===== config.mk =====
export PLATFORM = sky130hd
export DESIGN_NAME = rgb_pwm_driver
export DESIGN_NICKNAME = d
export VERILOG_FILES = /design/src/rtl/rgb_pwm_driver.sv
export SDC_FILE = /design/constraint.sdc
export NUM_CORES = 1
export LEC_CHECK = 0
export BUFFER_PORTS_ARGS = -buffer_cell sky130_fd_sc_hd__buf_2
export CAP_MARGIN = 20
export CORE_MARGIN = 1.5
export CORE_UTILIZATION = 50
export CTS_CLUSTER_SIZE = 10
export DETAILED_ROUTE_END_ITERATION = 10
export PLACE_DENSITY = 0.78
export SLEW_MARGIN = 20
export SYNTH_ARGS = -nofsm -noshare
export SYNTH_HDL_FRONTEND = slang
export SYNTH_SLANG_ARGS = --single-unit

===== constraint.sdc =====
create_clock -name clk -period 7.1 [get_ports clk]
set_clock_uncertainty 0.05 [all_clocks]
set_input_delay 1.42 -clock clk [delete_from_list [all_inputs] [get_ports clk]]
set_output_delay 1.42 -clock clk [all_outputs]
set_load 0.02 [all_outputs]

===== src/rtl/rgb_pwm_driver.sv =====
// Six-channel glitch-free RGB PWM driver for the two traffic lights.
// Duties are shadowed once per 255-phase period; outputs are registered.
module rgb_pwm_driver #(
  parameter int unsigned PRESCALE   = 4,
  parameter bit          ACTIVE_LOW = 1'b0
) (
  input  logic       clk,
  input  logic       rst,
  input  logic       en,
  input  logic [7:0] R1_in,
  input  logic [7:0] G1_in,
  input  logic [7:0] B1_in,
  input  logic [7:0] R2_in,
  input  logic [7:0] G2_in,
  input  logic [7:0] B2_in,
  output logic       R1_pwm,
  output logic       G1_pwm,
  output logic       B1_pwm,
  output logic       R2_pwm,
  output logic       G2_pwm,
  output logic       B2_pwm,
  output logic       period_start
);

  localparam logic [15:0] PMAX = 16'(PRESCALE - 1);
  localparam logic [5:0]  OFF  = {6{ACTIVE_LOW}};

  logic [15:0]     presc;
  logic [7:0]      phase;
  logic [5:0][7:0] shadow;
  logic [5:0][7:0] din;
  logic [5:0]      raw;
  logic [5:0]      pwm_q;
  logic            tick;
  logic            wrap;
  logic            wrap_q;

  assign din  = {B2_in, G2_in, R2_in, B1_in, G1_in, R1_in};
  assign tick = en && (presc == PMAX);
  assign wrap = tick && (phase == 8'd254);

  always_comb begin
    raw = '0;
    for (int c = 0; c < 6; c++) begin
      raw[c] = phase < shadow[c];
    end
  end

  // wrap_q delays the pulse so it lines up with the registered outputs
  always_ff @(posedge clk or posedge rst) begin
    if (rst) begin
      presc        <= '0;
      phase        <= '0;
      shadow       <= '0;
      pwm_q        <= OFF;
      wrap_q       <= 1'b0;
      period_start <= 1'b0;
    end else if (!en) begin
      presc        <= '0;
      phase        <= '0;
      shadow       <= din;
      pwm_q        <= OFF;
      wrap_q       <= 1'b0;
      period_start <= 1'b0;
    end else begin
      presc <= tick ? 16'd0 : presc + 16'd1;
      if (tick) begin
        phase <= wrap ? 8'd0 : phase + 8'd1;
      end
      if (wrap) begin
        shadow <= din;
      end
      pwm_q        <= raw ^ OFF;
      wrap_q       <= wrap;
      period_start <= wrap_q;
    end
  end

  assign R1_pwm = pwm_q[0];
  assign G1_pwm = pwm_q[1];
  assign B1_pwm = pwm_q[2];
  assign R2_pwm = pwm_q[3];
  assign G2_pwm = pwm_q[4];
  assign B2_pwm = pwm_q[5];

endmodule


==> summary.txt <==
OUTCOME
----------------------------------------------------------------------------------
Run status                                                               completed

SETUP PATH
----------------------------------------------------------------------------------
Critical Path End Type                                                    register
Startpoint of the lowest-slack register-to-register path              presc[0]$_DFF_PP0_
Required time of the critical path                                         7.28 ns
Worst setup path startpoint                                           presc[0]$_DFF_PP0_
Critical path startpoint category                                         register
Critical path peak fanout                                                       37
Setup Crit Path Kind                                                       reg2reg
Arrival time at the worst endpoint                                         3.10 ns

YOSYS
----------------------------------------------------------------------------------
Warnings, synthesis                                                              0
Async set or reset register ratio after synthesis                           100.0%
Post-synth cell types                                                           42
Mean instance size in the synthesized netlist                            11.18 µm²
Post-Synthesis Cell Area                                                  4328 µm²
Portion of the post-synthesis area used by sequential elements              46.26%
Flip-flop and latch count after synthesis                                       80
Number of nets produced by synthesis                                           483
Synthesized instance count                                                     387
Synth Flop Type                                                       sky130_fd_sc_hd__dfrtp_1
Post-synth EDFFs                                                                 0

CELLS AND AREA
----------------------------------------------------------------------------------
Nets                                                                           544
Non-filler cells in the finished layout                                        557
Commonest non-fill, non-tap cell in the layout                        sky130_fd_sc_hd__dfrtp_1
N_diodes                                                                         0
Fraction of layout instances using a drive strength above 1                 26.55%
Relative area change from synthesis to final layout                         13.18%
Final Cell Area                                                           4898 µm²
Commonest non-fill, non-tap cells in the layout                       sky130_fd_sc_hd__dfrtp_1, sky130_fd_sc_hd__buf_2, sky130_fd_sc_hd__inv_1, sky130_fd_sc_hd__ha_1, sky130_fd_sc_hd__mux2_2

FLOORPLANNING
----------------------------------------------------------------------------------
Area enclosed by the die boundary                                         9223 µm²
Starting utilization of the core area                                       52.15%
Die boundary width                                                        96.04 µm
Ports placed on the boundary                                                    58
Area of the core                                                          8299 µm²
Overall die height                                                        96.04 µm
Number of rows created at floorplan                                             33

POWER AND IR DROP
----------------------------------------------------------------------------------
Static power due to leakage                                               2.462 nW
Power Dens Cells                                                      193.2 nW/µm²
Maximum ir drop on the vdd rail                                          0.1089 mV

RUN
----------------------------------------------------------------------------------
Max_cap viols                                                                    0

CLOCKING
----------------------------------------------------------------------------------
TritonCTS clock tree                                                         built
H-tree levels                                                                    3
Buffer levels on the longest clock path                                          2
Number of clock buffers inserted by TritonCTS                                    9
Clock latency on the worst-skew pair                                       0.35 ns
Clock Pin Slew Worst Setup and Hold Paths                                  0.08 ns
Clk root buf                                                          sky130_fd_sc_hd__clkbuf_8
Post-CTS Setup Inserts                                                           0
Hold_buf cts                                                                     0
Number of clock sinks                                                           80
CTS-repair resized insts                                                         0

STA
----------------------------------------------------------------------------------
Final-report hold violation count                                                0
Final Max Tran Viols                                                             0
Worst-case headroom to the max-slew limit                                   52.41%
Achievable clock frequency                                              0.3429 GHz
Minimum clock period                                                      2.916 ns
Tightest hold margin                                                     0.4075 ns
Total negative slack for setup checks                                         0 ns
Post-route clock period utilization                                         41.07%
Unrepaired setup endpoints after global routing                              false
Setup violators final                                                            0
Tightest Pin Transition                                                  0.7138 ns

PLACEMENT
----------------------------------------------------------------------------------
Final HPWL DP                                                              5630 µm
Placed cell count                                                              542
Routability Congestion                                                      0.8015
Count of buffers from port buffering                                            57
Cell Area, Placed                                                         4708 µm²

GRT
----------------------------------------------------------------------------------
Maximum number of pins on one net before global-route repair                    81
Global-route usage over all layers                                          19.72%
First-pass GRT wire length                                               13,740 µm
Vias in the first global route                                               2,970
Grt ovf                                                                          0
Initial antenna violation count                                                  0

MIN PATH
----------------------------------------------------------------------------------
Class of the worst hold path                                               reg2reg
Hold path startpoint                                                  wrap_q$_DFF_PP0_

ROUTE
----------------------------------------------------------------------------------
Routed via count divided by cell count                                       5.361
Mean routed wirelength per cell                                           14.39 µm
DR DRC count                                                                     0
Number of vias after detailed routing                                        2,986
Detailed Route Iter0 Violations                                                164
1st-pass router iterations                                                       4
Post-detailed-routing wire length                                          8015 µm
Remaining number of nets flagged by the antenna check after routing              0

[critical path, cell delays in order (launching register included)]
cell,delay (ns)
sky130_fd_sc_hd__dfrtp_1,0.38
sky130_fd_sc_hd__ha_1,0.23
sky130_fd_sc_hd__nor4b_2,0.24
sky130_fd_sc_hd__nand4_2,0.43
sky130_fd_sc_hd__o21ai_4,0.55
sky130_fd_sc_hd__buf_4,0.51
sky130_fd_sc_hd__mux2_2,0.39
[sequential cells by signal (all words and copies together), names as in the netlist]
signal / cells
presc: 16
wrap_q: 1
pwm_q: 6
phase: 8
shadow: 48
period_start: 1
[kinds of logic after synthesis]
kind of cell / after synthesis / synth area share, %
adders and majority gates: 45 / 13.01
xor gates and xnor gates: 14 / 2.833
muxes: 48 / 12.49
AOI/OAI and AO/OA: 51 / 7.574
buffers and inverters: 57 / 5.550
and+or+nand+nor: 92 / 12.29
DFF: 80 / 46.26
[worst paths after layout]
kind                                                to  slack, ns  cells past startpoint
worst min register to register  period_start$_DFF_PP0_       0.41                      1
worst max register to register   shadow[1]$_DFFE_PP0P_       4.18                      6
worst min-delay path            period_start$_DFF_PP0_       0.41                      1
max in group asynchronous       shadow[40]$_DFFE_PP0P_       5.31                      3
worst max-delay path             shadow[1]$_DFFE_PP0P_       4.18                      6
min in group asynchronous       period_start$_DFF_PP0_       1.19                      3
[per-layer routing]
| metal | vias to the layer above | wire (µm) | track usage [%] |
|---|---|---|---|
| met2 | 51 | 3758 | 31.22 |
| met3 | 10 | 298 | 3.160 |
| met4 | 0 | 96 | 8.211 |
| met1 | 1448 | 3861 | 26.90 |
| li1 | 1477 | - | - |
| met5 | - | 0 | 0 |
[metrics by stage]
step	util, %	total power [mW]	setup slack (ns)
3_5_place_dp	56.73	0.6296	4.174
6_report	59.02	0.9464	4.184
3_3_place_gp	56.73	0.6216	4.221
4_1_cts	58.98	0.9604	4.188
2_1_floorplan	-	0.5918	3.578
5_1_grt	59.02	0.9989	3.942
[layout make-up]
type / count / area [µm²]
Tap cell: 105 / 131.4
Multi-Input combinational cell: 250 / 2093
Timing Repair Buffer: 59 / 304.0
Sequential cell: 80 / 2002
Fill cell: 692 / 3401
Clock buffer: 11 / 141.4
Inverter: 48 / 181.4
Clock inverter: 4 / 45.04
[synthesized netlist by cell type (6+ instances only)]
library cell	count	share of area, %
sky130_fd_sc_hd__nand2_1	17	1.5
sky130_fd_sc_hd__nor3_1	6	0.69
sky130_fd_sc_hd__mux2_1	11	2.9
sky130_fd_sc_hd__and3_1	7	1.0
sky130_fd_sc_hd__nand3_1	7	0.81
sky130_fd_sc_hd__inv_1	48	4.2
sky130_fd_sc_hd__ha_1	45	13
sky130_fd_sc_hd__nor2_1	17	1.5
sky130_fd_sc_hd__nand2b_1	6	0.87
sky130_fd_sc_hd__o21ai_0	7	0.81
sky130_fd_sc_hd__a21oi_1	21	2.4
sky130_fd_sc_hd__xnor2_1	12	2.4
sky130_fd_sc_hd__dfrtp_1	80	46
sky130_fd_sc_hd__mux2_2	37	9.6
[power by group]
group	total [mW]	switching [mW]	internal (mW)
logic	0.114	0.0573	0.0567
registers	0.504	0.0174	0.487
clock network	0.328	0.159	0.169
total	0.946	0.234	0.712
Power figures use the tool's default switching activity.
